===== config.mk =====
export PLATFORM = sky130hd
export DESIGN_NAME = ppu_issue_ctrl
export DESIGN_NICKNAME = d
export VERILOG_FILES = /design/src/rtl/ppu_issue_ctrl.sv
export SDC_FILE = /design/constraint.sdc
export NUM_CORES = 1
export LEC_CHECK = 0
export ABC_CLOCK_PERIOD_IN_PS = 5600
export CORE_MARGIN = 2
export CORE_UTILIZATION = 44
export DETAILED_ROUTE_END_ITERATION = 10
export HOLD_SLACK_MARGIN = 0.08
export PLACE_DENSITY = 0.8
export SYNTH_ARGS = -nofsm -noshare
export SYNTH_HDL_FRONTEND = slang
export SYNTH_SLANG_ARGS = --single-unit

===== constraint.sdc =====
create_clock -name clk -period 5.6 [get_ports clk]
set_input_delay 0.84 -clock clk [delete_from_list [all_inputs] [get_ports clk]]
set_output_delay 0.84 -clock clk [all_outputs]
set_load 0.005 [all_outputs]

===== src/rtl/ppu_issue_ctrl.sv =====
// PPU issue controller: latches one instruction, pulses all lanes, gathers per-lane results.
// Optional watchdog enabled by defining PPU_TIMEOUT_EN.
`ifndef PPU_OP_WIDTH
`define PPU_OP_WIDTH 6
`endif

module ppu_issue_ctrl #(
  parameter int PPU_NUM        = 1,
  parameter int OP_W           = `PPU_OP_WIDTH,
  parameter int TIMEOUT_CYCLES = 64
) (
  input  logic               clk,
  input  logic               rst,
  input  logic               req_valid_i,
  input  logic [31:0]        op_a_i,
  input  logic [31:0]        op_b_i,
  input  logic [OP_W-1:0]    op_i,
  input  logic               kill_i,
  output logic               ppu_valid_in_o,
  output logic [31:0]        ppu_in1_o,
  output logic [31:0]        ppu_in2_o,
  output logic [OP_W-1:0]    ppu_op_o,
  input  logic [PPU_NUM-1:0] ppu_valid_i,
  input  logic [31:0]        ppu_out_i,
  output logic [31:0]        result_o,
  output logic               ready_o,
  output logic               busy_o,
  output logic               err_o
);
  localparam int LW = 32 / PPU_NUM;

  localparam logic [2:0] S_IDLE  = 3'd0;
  localparam logic [2:0] S_ISSUE = 3'd1;
  localparam logic [2:0] S_WAIT  = 3'd2;
  localparam logic [2:0] S_DONE  = 3'd3;
  localparam logic [2:0] S_DRAIN = 3'd4;

  logic [2:0]         state, state_nx;
  logic [PPU_NUM-1:0] done_q, done_nx, cap;
  logic [31:0]        acc_q, acc_nx, res_q;
  logic [31:0]        in1_q, in2_q;
  logic [OP_W-1:0]    op_q;
  logic               collecting, all_done, start, go_done, to_hit;

  assign collecting = (state == S_ISSUE) || (state == S_WAIT) || (state == S_DRAIN);
  assign cap        = collecting ? (ppu_valid_i & ~done_q) : '0;
  assign done_nx    = done_q | cap;
  assign all_done   = &done_nx;
  assign start      = (state == S_IDLE) && req_valid_i && !kill_i;

  // first valid per lane wins; repeats on a finished lane leave its slice untouched
  genvar gi;
  generate
    for (gi = 0; gi < PPU_NUM; gi++) begin : g_lane
      assign acc_nx[LW*gi +: LW] = cap[gi] ? ppu_out_i[LW*gi +: LW] : acc_q[LW*gi +: LW];
    end
  endgenerate

`ifdef PPU_TIMEOUT_EN
  localparam int CW = $clog2(TIMEOUT_CYCLES + 1) + 1;
  logic [CW-1:0] cnt_q, cnt_inc;
  logic          err_q;

  assign cnt_inc = cnt_q + 1'b1;
  assign to_hit  = ((state == S_WAIT) || (state == S_DRAIN)) && (cnt_inc == CW'(TIMEOUT_CYCLES));

  always_ff @(posedge clk or posedge rst) begin
    if (rst) begin
      cnt_q <= '0;
      err_q <= 1'b0;
    end else begin
      if (state == S_ISSUE)
        cnt_q <= '0;
      else if ((state == S_WAIT) || (state == S_DRAIN))
        cnt_q <= cnt_inc;
      err_q <= go_done && !all_done;
    end
  end
  assign err_o = err_q;
`else
  assign to_hit = 1'b0;
  assign err_o  = 1'b0;
`endif

  always_comb begin
    state_nx = state;
    case (state)
      S_IDLE:  if (start) state_nx = S_ISSUE;
      S_ISSUE, S_WAIT: begin
        // a kill that lands with the last lane has nothing left to drain
        if (all_done)    state_nx = kill_i ? S_IDLE : S_DONE;
        else if (kill_i) state_nx = S_DRAIN;
        else if (to_hit) state_nx = S_DONE;
        else             state_nx = S_WAIT;
      end
      S_DONE:  state_nx = S_IDLE;
      S_DRAIN: if (all_done || to_hit) state_nx = S_IDLE;
      default: state_nx = S_IDLE;
    endcase
  end

  assign go_done = ((state == S_ISSUE) || (state == S_WAIT)) && (state_nx == S_DONE);

  always_ff @(posedge clk or posedge rst) begin
    if (rst) begin
      state  <= S_IDLE;
      done_q <= '0;
      acc_q  <= '0;
      res_q  <= '0;
      in1_q  <= '0;
      in2_q  <= '0;
      op_q   <= '0;
    end else begin
      state <= state_nx;
      acc_q <= acc_nx;
      if (start) begin
        done_q <= '0;
        in1_q  <= op_a_i;
        in2_q  <= op_b_i;
        op_q   <= op_i;
      end else begin
        done_q <= done_nx;
      end
      // result_o only moves on entry to DONE; a watchdog expiry reports zero
      if (go_done)
        res_q <= all_done ? acc_nx : 32'h0;
    end
  end

  assign ppu_valid_in_o = (state == S_ISSUE);
  assign ready_o        = (state == S_DONE);
  assign busy_o         = (state != S_IDLE);
  assign result_o       = res_q;
  assign ppu_in1_o      = in1_q;
  assign ppu_in2_o      = in2_q;
  assign ppu_op_o       = op_q;

endmodule

==> impl_metrics.toml <==
[status]
run_status = "finished clean"

[timing]
timing.slew.headroom_pct = 27.4
fin_skew_ns = 0.00970
finalCriticalPeriod_ns = 2.89
worst_slack_ns = 2.71
fmax_ghz = 0.347
rsz0062_at_grt = "false"
drv_slew = 0
max_slew.worst_pin.slew_ns = 1.08
setup_tns_ns = 0
finalCritPeriodShare_pct = 51.5
hold_viol = 0
setup_viol = 0
holdWs_ns = 0.474

[die]
dieHeight_um = 118
start_util_pct = 45.1
rows = 41
die-area_um2 = 13800
core_region_area_um2 = 12600
die_w_um = 118
io_pins = 213

[grt]
grt_pass1_vias = 4259
grt_pass1_wl_um = 23900
gr-total-overflow = 0
grt_max_degree = 107
antenna_found_initial = 0
grt.total_usage_pct = 22.5

[critical_path]
regToRegStartpoint = "state[2]"
critPathKind = "in -> reg"
cp.required_ns = 5.90
crit_arrival_ns = 3.18
r2r_slack_ns = 3.00
path_max_fanout = 50
end_kind = "flop"
critPathLaunchType = "primary input"
r2r-end = "ppu_in2_o[19]"
r2r.worst_path.cells = 4

[layout]
final-instance-count-excl-fill = 844
finalInstanceArea_um2 = 8420
drive_gt1_share_pct = 16.1
fill_cells = 919
synthToLayoutAreaGrowth_pct = 48.0
utilization_pct = 66.7
antenna_cells = 0
layout.nets = 766
multi_input_area_um2 = 2010
ff_latch_area_um2 = 3450

[clocking]
post_cts_resized = 0
hold_buffers = 0
clkLatencyLatePin_ns = 0.42
cts_root_buffer = "clkbuf_16"
cts_buffers = 17
cts.sinks = 138
cts_tree = "yes"
postCtsSetupRepairBufs = 0
clk_pin_slew_ns = 0.05
clock_path_buffers = 2
htree_levels = 4

[drt]
drc = 0
ant_nets = 0
wire_per_inst_um = 17.7
viasPerCell = 4.96
drt_pass1_iterations = 5
initialDrtViolationCount = 304
vias = 4183
drt_wl_total_um = 14900

[hold_path]
hold_path_startpoint = "acc_q[0]"
hold_class = "reg -> reg"
holdPathStages = 2
holdPathEnd = "acc_q[0]"

[synthesis]
ys_types = 25
yosysWarnings = 0
yosys.area.top_type = "dfrtp_1"
synthCells = 449
netlist.area_leader.share_pct = 60.7
yosys_most_used_dff = "dfrtp_1"
synthTopCellsByArea = "dfrtp_1 (61%), mux2_4 (18%), nand2_1 (8.6%), a31oi_1 (3.5%), buf_12 (2.5%)"
yosysMostFrequentCell = "dfrtp_1"
syn_nets = 556
ys_seq_elements = 138
synth_common_cells = "dfrtp_1 (138), nand2_1 (130), mux2_4 (68)"
synth_edf_count = 0
synth_async_sr_flop_share_pct = 100
syn_area_per_cell_um2 = 12.7
ys_seq_area_share_pct = 60.7
synthesis.area_um2 = 5690

[placement]
place_congestion = 0.801
dp_cells = 812
place_ws_ns = 2.30
dp_hpwl_um = 10500
numPortBuffers = 211
dpl_cell_area_um2 = 7840

[pwr]
power_mw = 5.01
p_leak_nw = 3.88
powerDensity_nw_per_um2 = 595
ir_drop_v = 0.000300

[flow_run]
drv_cap = 0
-- placed cells by master (no fill, tap or decap), types with 3 or more instances in the layout --
master,Yosys,layout
clkbuf_1,16,5
dfrtp_1,138,138
clkdlybuf4s50_1,0,211
nor3b_1,3,3
a31oi_1,32,32
mux2_4,68,68
nor2_1,35,35
nand2_1,130,130
clkinv_2,0,3
clkbuf_16,0,17
buf_4,1,6
clkbuf_8,0,3
-- how the worst max path moves through the flow --
stage	from	to	slack, ns	cells past startpoint
floorplan	rst	acc_q[0]	1.06	1
global placement	kill_i	ppu_in2_o[11]	2.34	4
detailed placement	kill_i	ppu_in1_o[22]	2.30	4
CTS	kill_i	ppu_in2_o[19]	2.75	4
global route	kill_i	ppu_in1_o[22]	2.64	4
finish	kill_i	ppu_in2_o[19]	2.71	4
-- sequential cells by signal (all words and copies together) (netlist names) --
signal / cells
ppu_op_o: 6
ppu_in2_o: 32
state: 3
ppu_in1_o: 32
done_q: 1
acc_q: 32
result_o: 32
-- per-layer routing --
| metal | global-route usage [%] | vias to the layer above | wire length (µm) |
|---|---|---|---|
| met5 | 0 | - | 0 |
| met4 | 9.19 | 0 | 368 |
| met3 | 8.14 | 21 | 1180 |
| met2 | 37.6 | 172 | 7550 |
| met1 | 26.2 | 2072 | 5820 |
| li1 | - | 1918 | - |
-- cell families after synthesis --
group	Yosys count	synth area share [%]
xor gates and xnor gates	2	0.308
muxes	70	18.4
and+or+nand+nor	174	12.3
DFF	138	60.7
buffers and inverters	27	4.12
other	1	0.0660
AOI/OAI and AO/OA	37	4.12
-- worst max-delay path, stage by stage --
cell and delay (ns):
clkdlybuf4s50_1 0.58, or3b_4 0.83, buf_4 0.52, mux2_4 0.35
-- area by class of cell --
| type | count | area share (%) |
|---|---|---|
| multi-input combinational | 284 | 23.8 |
| clock buffer | 25 | 5.77 |
| tap | 172 | 2.56 |
| timing repair buffer | 217 | 25.6 |
| sequential | 138 | 41.0 |
| inverter | 1 | 0.104 |
| clock inverter | 7 | 1.07 |
-- power by group --
group | switching (mW) | total (mW) | internal, mW
Clock | 0.397 | 1.09 | 0.688
Sequential | 0.303 | 1.81 | 1.51
Combinational | 0.792 | 2.11 | 1.32
Note: power is estimated with default switching activity, not from simulation.
